**config.mk**
```make
export PLATFORM = sky130hd
export DESIGN_NAME = lsu_ctrl
export DESIGN_NICKNAME = d
export VERILOG_FILES = /design/src/rtl/lsu_pkg.sv /design/src/rtl/lsu_extend.sv /design/src/rtl/lsu_ctrl.sv
export SDC_FILE = /design/constraint.sdc
export NUM_CORES = 1
export LEC_CHECK = 0
export CAP_MARGIN = 10
export CORE_MARGIN = 2
export CORE_UTILIZATION = 25
export CTS_CLUSTER_DIAMETER = 200
export DETAILED_ROUTE_END_ITERATION = 10
export GPL_ROUTABILITY_DRIVEN = 0
export GPL_TIMING_DRIVEN = 0
export PLACE_DENSITY = 0.63
export SYNTH_ARGS = -nofsm -noshare
export SYNTH_HDL_FRONTEND = slang
export SYNTH_SLANG_ARGS = --single-unit
```
**constraint.sdc**
```tcl
create_clock -name clk -period 8.4 [get_ports clk]
set_input_delay 1.26 -clock clk [delete_from_list [all_inputs] [get_ports clk]]
set_output_delay 1.26 -clock clk [all_outputs]
set_load 0.05 [all_outputs]
```
**src/rtl/lsu_pkg.sv**
```systemverilog
`default_nettype none
// +------------------------------------------------------------------+
// | lsu_pkg : access-size encodings and FSM state type for lsu_ctrl  |
// | rev 1.0                                                          |
// +------------------------------------------------------------------+
package lsu_pkg;

  localparam logic [1:0] SZ_WORD = 2'b00;
  localparam logic [1:0] SZ_HALF = 2'b01;
  localparam logic [1:0] SZ_BYTE = 2'b10;
  localparam logic [1:0] SZ_ILL  = 2'b11;

  typedef enum logic [1:0] {
    IDLE   = 2'd0,
    ACCESS = 2'd1,
    RESP   = 2'd2
  } lsu_state_t;

endpackage
`default_nettype wire

```
**src/rtl/lsu_extend.sv**
```systemverilog
`default_nettype none
// +------------------------------------------------------------------+
// | lsu_extend : selects the read lane by size and sign/zero-extends  |
// | rev 1.0                                                          |
// +------------------------------------------------------------------+
module lsu_extend
  import lsu_pkg::*;
(
  input  logic [1:0]  size,
  input  logic        is_unsigned,
  input  logic [31:0] rdata32,
  input  logic [15:0] rdata16,
  input  logic [7:0]  rdata8,
  output logic [31:0] result
);

  always_comb begin
    result = rdata32;
    case (size)
      SZ_HALF: result = {{16{~is_unsigned & rdata16[15]}}, rdata16};
      SZ_BYTE: result = {{24{~is_unsigned & rdata8[7]}}, rdata8};
      default: result = rdata32;
    endcase
  end

endmodule
`default_nettype wire

```
**src/rtl/lsu_ctrl.sv**
```systemverilog
`default_nettype none
// +------------------------------------------------------------------+
// | lsu_ctrl : single-outstanding load/store controller (IDLE/ACCESS/ |
// | RESP). Macro LSU_MISALIGN_TRAP_EN traps misaligned word accesses. |
// | rev 1.0                                                          |
// +------------------------------------------------------------------+
module lsu_ctrl
  import lsu_pkg::*;
#(
  parameter int DEPTH_WORDS = 1024
) (
  input  logic        clk,
  input  logic        rst,
  input  logic        req_valid,
  output logic        req_ready,
  input  logic        req_we,
  input  logic [1:0]  req_size,
  input  logic        req_unsigned,
  input  logic [31:0] req_addr,
  input  logic [31:0] req_wdata,
  output logic        resp_valid,
  input  logic        resp_ready,
  output logic [31:0] resp_rdata,
  output logic        resp_err,
  output logic        dm_ena,
  output logic        dm_wr,
  output logic [1:0]  dm_w,
  output logic [31:0] dm_addr,
  output logic [31:0] dm_wdata32,
  output logic [15:0] dm_wdata16,
  output logic [7:0]  dm_wdata8,
  input  logic [31:0] dm_rdata32,
  input  logic [15:0] dm_rdata16,
  input  logic [7:0]  dm_rdata8
);

  localparam logic [31:0] DEPTH_LIMIT = 32'(DEPTH_WORDS);

  lsu_state_t  state, state_nxt;
  logic        we_q, uns_q, err_q;
  logic [1:0]  size_q;
  logic [31:0] addr_q, wdata_q, rdata_q;
  logic        illegal;
  logic [31:0] addr_eff;
  logic [31:0] ext_data;

  // Legality is decided from the live request so errors skip ACCESS entirely.
  always_comb begin
    illegal  = 1'b0;
    addr_eff = req_addr;
    if (req_size == SZ_ILL) illegal = 1'b1;
    if ((req_size == SZ_HALF) && req_addr[0]) illegal = 1'b1;
    if (req_size == SZ_WORD) begin
`ifdef LSU_MISALIGN_TRAP_EN
      if (req_addr[1:0] != 2'b00) illegal = 1'b1;
`else
      addr_eff = {req_addr[31:2], 2'b00};
`endif
    end
    if ({2'b00, req_addr[31:2]} >= DEPTH_LIMIT) illegal = 1'b1;
  end

  always_ff @(posedge clk or posedge rst) begin
    if (rst) state <= IDLE;
    else     state <= state_nxt;
  end

  always_comb begin
    state_nxt  = state;
    req_ready  = 1'b0;
    resp_valid = 1'b0;
    dm_ena     = 1'b0;
    dm_wr      = 1'b0;
    dm_w       = 2'b00;
    dm_addr    = 32'h0;
    dm_wdata32 = 32'h0;
    dm_wdata16 = 16'h0;
    dm_wdata8  = 8'h0;
    case (state)
      IDLE: begin
        req_ready = 1'b1;
        if (req_valid) state_nxt = illegal ? RESP : ACCESS;
      end
      ACCESS: begin
        dm_ena     = 1'b1;
        dm_wr      = we_q;
        dm_w       = size_q;
        dm_addr    = addr_q;
        dm_wdata32 = wdata_q;
        dm_wdata16 = wdata_q[15:0];
        dm_wdata8  = wdata_q[7:0];
        state_nxt  = RESP;
      end
      RESP: begin
        resp_valid = 1'b1;
        if (resp_ready) state_nxt = IDLE;
      end
      default: state_nxt = IDLE;
    endcase
  end

  lsu_extend u_extend (
    .size        (size_q),
    .is_unsigned (uns_q),
    .rdata32     (dm_rdata32),
    .rdata16     (dm_rdata16),
    .rdata8      (dm_rdata8),
    .result      (ext_data)
  );

  always_ff @(posedge clk or posedge rst) begin
    if (rst) begin
      we_q    <= 1'b0;
      uns_q   <= 1'b0;
      err_q   <= 1'b0;
      size_q  <= 2'b00;
      addr_q  <= 32'h0;
      wdata_q <= 32'h0;
      rdata_q <= 32'h0;
    end else if ((state == IDLE) && req_valid) begin
      we_q    <= req_we;
      uns_q   <= req_unsigned;
      err_q   <= illegal;
      size_q  <= req_size;
      addr_q  <= addr_eff;
      wdata_q <= req_wdata;
      rdata_q <= 32'h0;
    end else if (state == ACCESS) begin
      rdata_q <= we_q ? 32'h0 : ext_data;
    end
  end

  assign resp_rdata = rdata_q;
  assign resp_err   = err_q;

endmodule
`default_nettype wire

```
## Yosys cells after proc, flatten, opt, wreduce, memory -nomap -nowiden

Index checks and enable logic that the tools add are counted.

| operators by class | value |
|---|---|
| eq/ne operators | 8 |
| bitwise operators | 3 |
| muxes and demuxes | 21 |
| order comparisons | 1 |
| reductions and logical operators | 6 |

Operator list:

| operator | number |
|---|---|
| 32-bit two-way mux | 5 |
| 32-bit case mux with 2 select lines | 1 |
| 30-bit by 11-bit greater-or-equal comparator with 1-bit output (second input constant) | 1 |
| 16-bit two-way mux | 1 |
| 2-bit two-way mux | 5 |
| 8-bit two-way mux | 1 |
| 1-bit two-way mux | 7 |
| 2-bit by 1-bit equality test with 1-bit output (second input constant) | 3 |
| 2-bit equality test (second input constant) | 3 |
| 2-bit case mux with 3 select lines | 1 |
| 2-bit zero test | 2 |
| 2-bit inequality test (second input constant) | 2 |
| 1-bit bitwise AND | 2 |
| 1-bit logical AND | 2 |
| 2-bit AND reduction | 1 |
| 2-bit nonzero test | 1 |
| 1-bit inverter | 1 |

| storage, ports and cells | value |
|---|---|
| bits of input ports | 128 |
| word-level logic and storage cells | 47 |
| bits in registers | 103 |

## Logic depth before layout (Yosys ltp)

Gate-level depths: netlist (run 1).

| logic depth | value |
|---|---|
| depth in word-level cells | 7 |
| depth in mapped cells | 7 |
| mapped depth without buffers | 5 |

## By module

From an unflattened synthesis (run 1), not the netlist that was laid out.

| unflattened totals | value |
|---|---|
| cell total of the unflattened synthesis | 442 |
| area total of the unflattened synthesis | 5195.0 um2 |

By module, submodules not included:

| module | times used | area an instance (um2) | cells each |
|---|---|---|---|
| lsu_ctrl | 1 | 4621.9 | 344 |
| lsu_extend | 1 | 573.0 | 98 |

## Least setup slack after synthesis (run 1)

Ideal clock, no wire load.

| path | value |
|---|---|
| path type | flip-flop to output port |
| start | register state[1] |
| end | output dm_addr[23] |
| buffers on the path | 1 |
| path slack | 5.354 ns |
| stages on the path, launching flop included | 4 |
| arrival | 1.786 ns |
| cells stage by stage | dfrtp_1 and2b_1 clkbuf_1 and2_1 |

| between the ends | value |
|---|---|
| cells in the longest elaborated chain, start to end | 2 |

Ends and longest elaborated chain:

| what | line | source |
|---|---|---|
| from (decl) | lsu_ctrl.sv:39 | `lsu_state_t state, state_nxt;` |
| from (signal assigned) | lsu_ctrl.sv:65 | `else state <= state_nxt;` |
| 2-bit by 1-bit equality test with 1-bit output | lsu_ctrl.sv:79 | `case (state)` |
| 32-bit two-way mux | lsu_ctrl.sv:79 |  |
| to (decl) | lsu_ctrl.sv:28 | `output logic [31:0] dm_addr,` |

No other way between the ends.

## Worst setup path after layout (run 1)

| path | value |
|---|---|
| start | register state[1] |
| end | output dm_addr[20] |

The elaborated chain is that of the path after synthesis.

==> results.tsv, run 1 <==
stage	metric	value	unit
clock_network	numCtsBuffers	9	
grt	antenna_found_initial	0	
logic_synthesis	synthDistinctLibCells	33	
grt	overflow	0	
finish	diodes	0	
setup_path	r2r_end	resp_rdata[18]$_DFFE_PP0P_	
logic_synthesis	netlist_area	0.00493	mm²
clock_network	cts_tree	done	
clock_network	cts.sinks	103	
floorplanning	dieArea	0.0208	mm²
finish	drive_above_1_share	0.176	
logic_synthesis	syn_area_per_cell	11.2	µm²
power	ir_drop	102	µV
detailed_routing	vias_per_cell	4.28	
setup_path	startpoint	state[1]$_DFFE_PP0P_	
logic_synthesis	syn_nets	570	
grt	grt_max_degree	83	
setup_path	critPathMaxFanout	10	
finish	final_common_cell	clkdlybuf4s50_1	
power	power_density	159	mW/mm²
floorplanning	die_w	144	µm
floorplanning	io_pins	255	
detailed_routing	wl_per_cell	15.5	µm
detailed_routing	wirelength	15100	µm
detailed_routing	firstDrtPassIters	4	
setup_path	r2r_slack	6.27	ns
setup_path	criticalPathCategory	reg2out	
sta	slew_headroom	0.618	
clock_network	post_cts_buffers	0	
floorplanning	num_rows	51	
sta	setup_tns	0	ns
sta	fmax	235	MHz
clock_network	htree_levels	3	
detailed_routing	ant_nets	0	
place	post-dp-hpwl	11600	µm
power	total_power	0.00129	W
logic_synthesis	yosys_warnings	0	
clock_network	cts_hold_buf	0	
clock_network	clock_path_buffers	2	
logic_synthesis	synth_cells	440	
finish	final_cell_mix	254 x clkdlybuf4s50_1, 103 x dfrtp_1, 67 x and2_1, 64 x mux2_2, 34 x nand2_1	
power	p_leak	3.33	nW
sta	clock_skew	0.00812	ns
setup_path	crit_end	dm_addr[20]	
place	io_buffers	254	
sta	worstMarginPinSlew	0.572	ns
clock_network	clkTransAtPathRegs	0.07	ns
run	maxCapViolCount	0	
worst_hold_path	hp-class	reg2reg	
clock_network	post_cts_resize_count	0	
setup_path	cp_data_required_time	7.14	ns
sta	finalHoldViolCount	0	
grt	grt_pass1_vias	4256	
detailed_routing	drc	0	
setup_path	ff2ff_path_depth	7	
grt	grt_use_total	0.144	
floorplanning	die_y	144	µm
finish	final_nets	836	
logic_synthesis	ys_ff_latch	103	
sta	finalMaxSlewViolations	0	
setup_path	crit_arrival	3.00	ns
finish	area_growth	64.5	%
setup_path	r2r-start	size_q[0]$_DFFE_PP0P_	
sta	period_share	0.507	
floorplanning	start_util	0.254	
setup_path	cp-end-kind	output pin	
detailed_routing	drt-initial-drc-count	137	
clock_network	clk_latency	0.34	ns
sta	period_minus_slack	4.26	ns
outcome	outcome	completed	
sta	setup_viol	0	
setup_path	cp-start-kind	flip-flop	
floorplanning	core	0.0194	mm²
logic_synthesis	seq_area_frac_synth	0.523	
detailed_routing	dr_total_vias	4166	
sta	rsz0062_at_grt	no	
grt	grt_pass1_wl	23300	µm
clock_network	cts_root_buffer	clkbuf_16	
-- state kept, by name, summed over array words and instances, names as in the netlist --
signal and cells:
resp_rdata 32, resp_err 1, state 2, we_q 1
size_q 2, addr_q 32, wdata_q 32, uns_q 1
-- critical path, cell delays in order (launching register included) --
cell and delay [ns]:
dfrtp_1 0.45, and2b_1 0.37, clkbuf_1 0.45, clkbuf_1 0.36, and2_1 0.19, clkdlybuf4s50_1 0.82
-- cell type report --
type                       instances  area [µm²]
buffer                            52         313
clock buffer                      11         253
multi-input combinational        278        2010
fill                            1941       11300
timing repair buffer             255        2570
tap                              265         332
sequential                       103        2580
inverter                           7        31.3
clock inverter                     3        20.0
-- cells by family after synthesis --
kind of cell | after synthesis | share of synthesized area
AO/OA/AOI/OAI | 61 | 0.0917
adder cells (fa/ha/maj) | 2 | 0.00508
buffers and inverters | 59 | 0.0688
flip-flops | 103 | 0.523
multiplexers | 64 | 0.146
AND/OR/NAND/NOR | 151 | 0.165
-- power breakdown --
group	internal (W)	switching (W)	leakage [nW]	total (W)
logic	0.000151	0.000133	1.93	0.000285
registers	0.000569	0.0000320	1.28	0.000601
clock network	0.000214	0.000186	0.129	0.000400
-- metrics by stage --
stage               utilization  instance area [µm²]  hold slack (ns)  worst slack [ns]  instances
floorplan                     -                 4930            0.472              4.44        440
global placement          0.402                 7800            0.463              2.38        959
detailed placement        0.404                 7830            0.464              4.40        960
CTS                       0.418                 8110            0.480              4.00        974
global route              0.418                 8110            0.511              3.83        974
finish                    0.418                 8110            0.475              4.14        974
-- worst min-delay path by stage --
stage | startpoint | endpoint | slack [ns] | cells after the start
2_1_floorplan | addr_q[10]$_DFFE_PP0P_ | addr_q[10]$_DFFE_PP0P_ | 0.47 | 1
5_1_grt | resp_rdata[19]$_DFFE_PP0P_ | resp_rdata[19]$_DFFE_PP0P_ | 0.51 | 2
3_3_place_gp | resp_rdata[17]$_DFFE_PP0P_ | resp_rdata[17]$_DFFE_PP0P_ | 0.46 | 2
4_1_cts | resp_rdata[24]$_DFFE_PP0P_ | resp_rdata[24]$_DFFE_PP0P_ | 0.48 | 2
3_5_place_dp | resp_rdata[24]$_DFFE_PP0P_ | resp_rdata[24]$_DFFE_PP0P_ | 0.46 | 2
6_report | resp_rdata[23]$_DFFE_PP0P_ | resp_rdata[23]$_DFFE_PP0P_ | 0.47 | 2
-- cell usage after synthesis (all sizes together) --
library cell	number	area share
a22o	8	0.014
buf	35	0.051
o21bai	1	0.0015
a32o	8	0.016
and4	1	0.0018
and2b	2	0.0030
nor4	3	0.0038
or4	2	0.0030
nor3b	1	0.0015
and3	1	0.0013
a31oi	2	0.0025
nand2	34	0.026
and2	67	0.085
a22oi	8	0.012
inv	7	0.0053
a2bb2oi	1	0.0018
nand2b	8	0.010
dfrtp	103	0.52
nor2b	2	0.0025
or3b	1	0.0018
o211ai	2	0.0030
o21ai	29	0.037
ha	2	0.0051
mux2	64	0.15
nand3	8	0.0081
a21oi	1	0.0010
nor2	20	0.015
a311o	1	0.0020
clkbuf	17	0.013
nand3b	1	0.0015
-- layer usage --
layer	track usage	up-vias	share of wire
met5	0	-	0
met4	0.0434	0	0.019
met3	0.0391	19	0.066
met2	0.244	135	0.49
met1	0.180	2003	0.43
li1	-	2009	-
Power figures use the tool's default switching activity.
==> run 2: changes to the inputs <==
Settings changed: PLACE_DENSITY 0.63 to 0.65.
Clock period 8.4 ns to 3.65 ns, I/O delays scaled along.
==> run 2 against run 1 <==
  * Core utilization increased by 0.097 points
  * Non-clock buffer count unchanged
  * Sequential share of layout area decreased by 0.073 points
  * Largest power group unchanged
  * Clock skew decreased by 0.0023 ns
  * Worst hold slack improved by 0.00054 ns
  * Sequential power increased by 130%
  * Power increased by 140%
  * Count of clock-buffer cells in the layout increased by 2
  * Setup slack got worse by 3.8 ns
  * Global-route usage increased by 0.074 points
==> results.tsv, run 2 (synthesis gave the netlist of run 1 again) <==
stage	metric	value	unit	change
outcome	outcome	completed		
setup_path	cp-start-kind	flip-flop		
setup_path	cp.depth	5		unchanged
clock_network	clock_path_buffers	2		unchanged
power	power_density	372	mW/mm²	+130%
sta	finalMaxSlewViolations	0		unchanged
grt	grt_use_total	0.145		+0.000744
power	p_sw	0.000814	W	+130%
grt	grt_max_degree	66		-20%
detailed_routing	firstDrtPassIters	4		unchanged
grt	grt_pass1_wl	22900	µm	-1.9%
worst_hold_path	hp-class	reg2reg		
detailed_routing	drc	0		unchanged
setup_path	critPathSlowestCell	clkdlybuf4s50_1		
power	switching_share	0.269		-0.00416
setup_path	critPathMaxFanout	10		unchanged
finish	multiInputGateArea	0.00201	mm²	unchanged
place	dp_cells	960		unchanged
setup_path	crit_end	dm_addr[21]		
sta	rsz0062_at_grt	no		
floorplanning	num_rows	51		unchanged
finish	drive_above_1_share	0.176		-0.000496
finish	nFillCells	1951		+0.52%
floorplanning	io_pins	255		unchanged
setup_path	worstPathCellList	and2b_1 > clkbuf_2 > clkbuf_1 > and2_1 > clkdlybuf4s50_1		
floorplanning	start_util	0.254		unchanged
power	p_leak	3.35	nW	+0.41%
power	seqPwrFrac	0.459		-0.009
clock_network	numCtsBuffers	9		unchanged
power	ir_drop	289	µV	+180%
finish	fin_cells	976		+0.21%
grt	grt_pass1_vias	4174		-1.9%
sta	clock_skew	0.00577	ns	-0.00234 ns
finish	area_growth	64.9	%	
detailed_routing	ant_nets	0		unchanged
sta	period_share	0.894		
setup_path	r2r_end	resp_rdata[22]$_DFFE_PP0P_		
clock_network	clkTransAtPathRegs	0.07	ns	about the same
finish	seqCellArea	0.00258	mm²	unchanged
place	post-dp-hpwl	11700	µm	+0.94%
place	io_buffers	254		unchanged
floorplanning	core	0.0194	mm²	unchanged
sta	setup_viol	0		unchanged
sta	period_minus_slack	3.26	ns	
setup_path	worst-path-buf-inv	3		unchanged
clock_network	cts_hold_buf	0		unchanged
finish	diodes	0		unchanged
setup_path	slowest_delay	0.82	ns	about the same
grt	antenna_found_initial	0		unchanged
setup_path	startpoint	state[1]$_DFFE_PP0P_		
setup_path	crit_arrival	2.72	ns	-0.28 ns
detailed_routing	wl_per_cell	15.7	µm	+0.84%
sta	finalHoldViolCount	0		unchanged
floorplanning	dieArea	0.0208	mm²	unchanged
clock_network	cts.sinks	103		unchanged
setup_path	cp-end-kind	output pin		
detailed_routing	wirelength	15300	µm	+1.1%
clock_network	cts_root_buffer	clkbuf_16		
clock_network	htree_levels	3		unchanged
setup_path	cp_data_required_time	3.10	ns	-4.04 ns
finish	final_nets	836		unchanged
clock_network	cts_tree	done		
run	maxCapViolCount	0		unchanged
power	p_clk_frac	0.325		+0.014
power	total_power	0.00302	W	+140%
setup_path	ff2ff_path_depth	7		unchanged
power	internal-power	0.00221	W	+140%
sta	slew_headroom	0.605		-0.0120
finish	final_util	0.419		+0.000967
clock_network	clk_latency	0.35	ns	about the same
detailed_routing	vias_per_cell	4.28		about the same
setup_path	r2r_slack	1.52	ns	-4.75 ns
setup_path	criticalPathCategory	reg2out		
power	power_frac_comb	0.217		-0.004
finish	final_cell_mix	254 x clkdlybuf4s50_1, 103 x dfrtp_1, 67 x and2_1, 64 x mux2_2, 34 x nand2_1		
setup_path	crit_family	buffers and inverters		
floorplanning	die_y	144	µm	unchanged
sta	fmax	306	MHz	
detailed_routing	dr_total_vias	4173		+0.17%
detailed_routing	drt-initial-drc-count	116		-15%
floorplanning	die_w	144	µm	unchanged
sta	worstMarginPinSlew	0.590	ns	+0.0180 ns
grt	overflow	0		unchanged
setup_path	r2r-start	size_q[0]$_DFFE_PP0P_		
clock_network	post_cts_buffers	0		unchanged
sta	setup_tns	0	ns	unchanged
finish	final_common_cell	clkdlybuf4s50_1		
## run 2: cell types whose count changed in the layout (fill, tap and decap cells not counted)
cell	delta
inv_6	-1
clkbuf_8	-1
inv_4	+1
clkbuf_1	+2
clkbuf_2	+1
clkinvlp_4	-1
bufinv_16	+1
## run 2: worst min-delay path by stage
stage / start / end / slack [ns] / cells after the start
after floorplan: addr_q[10]$_DFFE_PP0P_ / addr_q[10]$_DFFE_PP0P_ / 0.47 / 1
after global placement: resp_rdata[20]$_DFFE_PP0P_ / resp_rdata[20]$_DFFE_PP0P_ / 0.46 / 2
after detailed placement: resp_rdata[25]$_DFFE_PP0P_ / resp_rdata[25]$_DFFE_PP0P_ / 0.46 / 2
after CTS: resp_rdata[25]$_DFFE_PP0P_ / resp_rdata[25]$_DFFE_PP0P_ / 0.48 / 2
after global routing: resp_rdata[25]$_DFFE_PP0P_ / resp_rdata[25]$_DFFE_PP0P_ / 0.50 / 2
final: resp_rdata[25]$_DFFE_PP0P_ / resp_rdata[25]$_DFFE_PP0P_ / 0.48 / 2
## run 2: power by group through the flow
stage	clock network, W	registers (W)	logic (W)
after floorplan	0	0.00138	0.000407
after global placement	0	0.00140	0.000656
after detailed placement	0	0.00141	0.000666
after CTS	0.00103	0.00139	0.000667
after global routing	0.00107	0.00141	0.000728
final	0.000982	0.00139	0.000655
## run 2: final cells by class
class	instances	area share
sequential	103	0.317
timing repair buffer	255	0.316
multi-input combinational	278	0.247
tap	265	0.0408
buffer	52	0.0387
clock buffer	13	0.0308
clock inverter	3	0.00524
inverter	7	0.00354
## run 2: per-stage QoR
step | hold WS, ns | setup WS (ns) | cell area [µm²]
after CTS | 0.481 | 0.0826 | 8120
final | 0.475 | 0.385 | 8120
after floorplan | 0.472 | 0.399 | 4930
after detailed placement | 0.463 | 0.477 | 7830
after global placement | 0.460 | -1.55 | 7800
after global routing | 0.496 | 0.159 | 8120
## run 2: worst reg2reg max path, stage by stage (launching register included)
cell and delay (ns):
dfrtp_1 0.39, inv_1 0.09, ha_1 0.15, buf_2 0.22
nand3b_1 0.32, a311o_1 0.54, buf_6 0.21, o21ai_2 0.15
## run 2: metal layers
metal  up-vias  wire, µm  GRT usage
met5         -         0          0
met4         0       366     0.0542
met3        24      1380     0.0543
met2       153      7420      0.242
met1      1985      6130      0.171
li1       2011         -          -
## run 2: repair_timing
item | CTS | global route
resized for setup | 0 | 2
endpoints found under the setup margin | 0 | 16
endpoints found under the hold margin | 0 | 0
==> run 3: changes to the inputs <==
Settings changed: PLACE_DENSITY 0.65 to 0.63.
Clock period 3.65 ns to 3.79 ns, I/O delays scaled along.
==> run 3 against run 2 <==
  * Worst hold slack worse by 0.00054 ns
  * Clock power shrank 9.8%
  * Register-to-register slack better by 0.14 ns
  * Critical path depth unchanged
  * Cell count decreased by 0.20%
  * Cell area shrank 0.22%
  * Flip-flop and latch count unchanged
  * Setup slack lost 0.0013 ns
  * Core utilization decreased by 0.090 points
  * Critical endpoint is now dm_addr[20]
  * Highest routed layer unchanged
==> results.tsv, run 3 (synthesis gave the netlist of run 1 again) <==
stage	metric	value	unit	change
outcome	outcome	completed		
clock_network	cts_hold_buf	0		unchanged
finish	diodes	0		unchanged
floorplanning	start_util	0.254		unchanged
run	maxCapViolCount	0		unchanged
place	place_ws	0.478	ns	+0.000946 ns
floorplanning	die_w	144	µm	unchanged
grt	grt_pass1_vias	4256		+2.0%
floorplanning	core	0.0194	mm²	unchanged
sta	clock_skew	0.00812	ns	+0.00234 ns
worst_hold_path	min_path_cells	2		unchanged
clock_network	clock_path_buffers	2		unchanged
clock_network	cts.sinks	103		unchanged
detailed_routing	dr_total_vias	4165		-0.19%
power	p_leak	3.34	nW	-0.31%
detailed_routing	wl_met2	7380	µm	-0.50%
detailed_routing	vias_per_cell	4.28		about the same
sta	finalMaxSlewViolations	0		unchanged
detailed_routing	wl_met3	1000	µm	-27%
floorplanning	io_pins	255		unchanged
detailed_routing	drc	0		unchanged
place	dp_cells	960		unchanged
finish	final_cell_mix	254 x clkdlybuf4s50_1, 103 x dfrtp_1, 67 x and2_1, 64 x mux2_2, 34 x nand2_1		
sta	period_share	0.899		
power	ir_drop	226	µV	-22%
clock_network	clkTransAtPathRegs	0.07	ns	about the same
floorplanning	num_rows	51		unchanged
setup_path	r2r-start	size_q[0]$_DFFE_PP0P_		
sta	period_minus_slack	3.41	ns	
setup_path	cp-start-kind	flip-flop		
setup_path	r2r_slack	1.66	ns	+0.14 ns
finish	fin_cells	974		-0.20%
grt	grt_max_degree	83		+26%
sta	fmax	294	MHz	
grt	overflow	0		unchanged
detailed_routing	firstDrtPassIters	4		unchanged
finish	area_growth	64.6	%	
worst_hold_path	hp-class	reg2reg		
sta	setup_ws	0.384	ns	-0.00133 ns
place	post-dp-hpwl	11600	µm	-0.93%
grt	grt_pass1_wl	23300	µm	+1.9%
clock_network	clk_latency	0.34	ns	about the same
floorplanning	die_y	144	µm	unchanged
power	total_power	0.00285	W	-5.7%
clock_network	cts_root_buffer	clkbuf_16		
clock_network	htree_levels	3		unchanged
setup_path	r2r_end	resp_rdata[18]$_DFFE_PP0P_		
finish	drive_above_1_share	0.178		+0.00191
detailed_routing	wl_met1	6470	µm	+5.4%
clock_network	cts_tree	done		
detailed_routing	routed.top_layer	met4		
sta	setup_viol	0		unchanged
setup_path	criticalPathCategory	reg2out		
setup_path	crit_arrival	2.84	ns	+0.12 ns
sta	rsz0062_at_grt	no		
worst_hold_path	holdPathEnd	resp_rdata[23]$_DFFE_PP0P_		
setup_path	cp-end-kind	output pin		
clock_network	numCtsBuffers	9		unchanged
floorplanning	dieArea	0.0208	mm²	unchanged
grt	grt_use_total	0.144		-0.000744
grt	antenna_found_initial	0		unchanged
worst_hold_path	hp-start	resp_rdata[23]$_DFFE_PP0P_		
finish	final_nets	836		unchanged
power	power_density	352	mW/mm²	-5.5%
setup_path	critPathMaxFanout	10		unchanged
sta	whs	0.475	ns	-0.000540 ns
place	io_buffers	254		unchanged
setup_path	ff2ff_path_depth	7		unchanged
detailed_routing	ant_nets	0		unchanged
sta	slew_headroom	0.618		+0.0120
detailed_routing	wirelength	15100	µm	-1.0%
detailed_routing	drt-initial-drc-count	137		+18%
sta	worstMarginPinSlew	0.572	ns	-0.0180 ns
sta	finalHoldViolCount	0		unchanged
detailed_routing	wl_per_cell	15.5	µm	-0.81%
finish	final_common_cell	clkdlybuf4s50_1		
setup_path	cp_data_required_time	3.22	ns	+0.12 ns
-- run 3: changes by cell type in the layout (fill, tap and decap cells not counted), sizes merged --
cell | before | now
clkbuf | 30 | 28
bufinv | 1 | 0
clkinvlp | 1 | 2
-- run 3: critical path, cell delays in order (launching register included) --
cell             delay (ns)
dfrtp_1                0.45
and2b_1                0.37
clkbuf_2               0.31
clkbuf_1               0.34
and2_1                 0.19
clkdlybuf4s50_1        0.82
-- run 3: worst max path at each step --
stage | from | end | cells after the start
6_report | state[1]$_DFFE_PP0P_ | dm_addr[20] | 5
5_1_grt | state[1]$_DFFE_PP0P_ | dm_addr[20] | 5
2_1_floorplan | rst | addr_q[0]$_DFFE_PP0P_ | 1
4_1_cts | state[1]$_DFFE_PP0P_ | dm_addr[20] | 5
3_5_place_dp | state[1]$_DFFE_PP0P_ | dm_addr[18] | 5
3_3_place_gp | rst | wdata_q[12]$_DFFE_PP0P_ | 2
-- run 3: what timing repair did --
item	4_1_cts	5_1_grt
endpoints found under the setup margin	0	15
resized for setup	0	2
hold endpoints to repair	0	0
buffers inserted	0	0
-- run 3: power breakdown --
group / internal [W] / switching, W / leakage [nW] / total, W
clock: 0.000474 / 0.000412 / 0.129 / 0.000886
sequential: 0.00126 / 0.0000710 / 1.28 / 0.00133
combinational: 0.000335 / 0.000296 / 1.93 / 0.000631
total: 0.00207 / 0.000779 / 3.34 / 0.00285
-- run 3: layer usage --
layer	vias to the layer above	global-route usage
met3	19	0.0391
li1	2009	-
met1	2002	0.180
met4	0	0.0434
met5	-	0
met2	135	0.244
-- run 3: through the flow --
step / utilization / TNS, ns / cell area (µm²)
final: 0.418 / 0 / 8110
after global routing: 0.418 / 0 / 8110
after CTS: 0.418 / 0 / 8110
after detailed placement: 0.404 / 0 / 7830
after global placement: 0.402 / -157.46 / 7800
after floorplan: - / 0 / 4930
-- run 3: area by class of cell --
class	count	area, µm²
Buffer	52	314
Clock buffer	11	253
Clock inverter	3	20.0
Fill cell	1943	11300
Inverter	7	31.3
Multi-Input combinational cell	278	2010
Sequential cell	103	2580
Tap cell	265	332
Timing Repair Buffer	255	2570
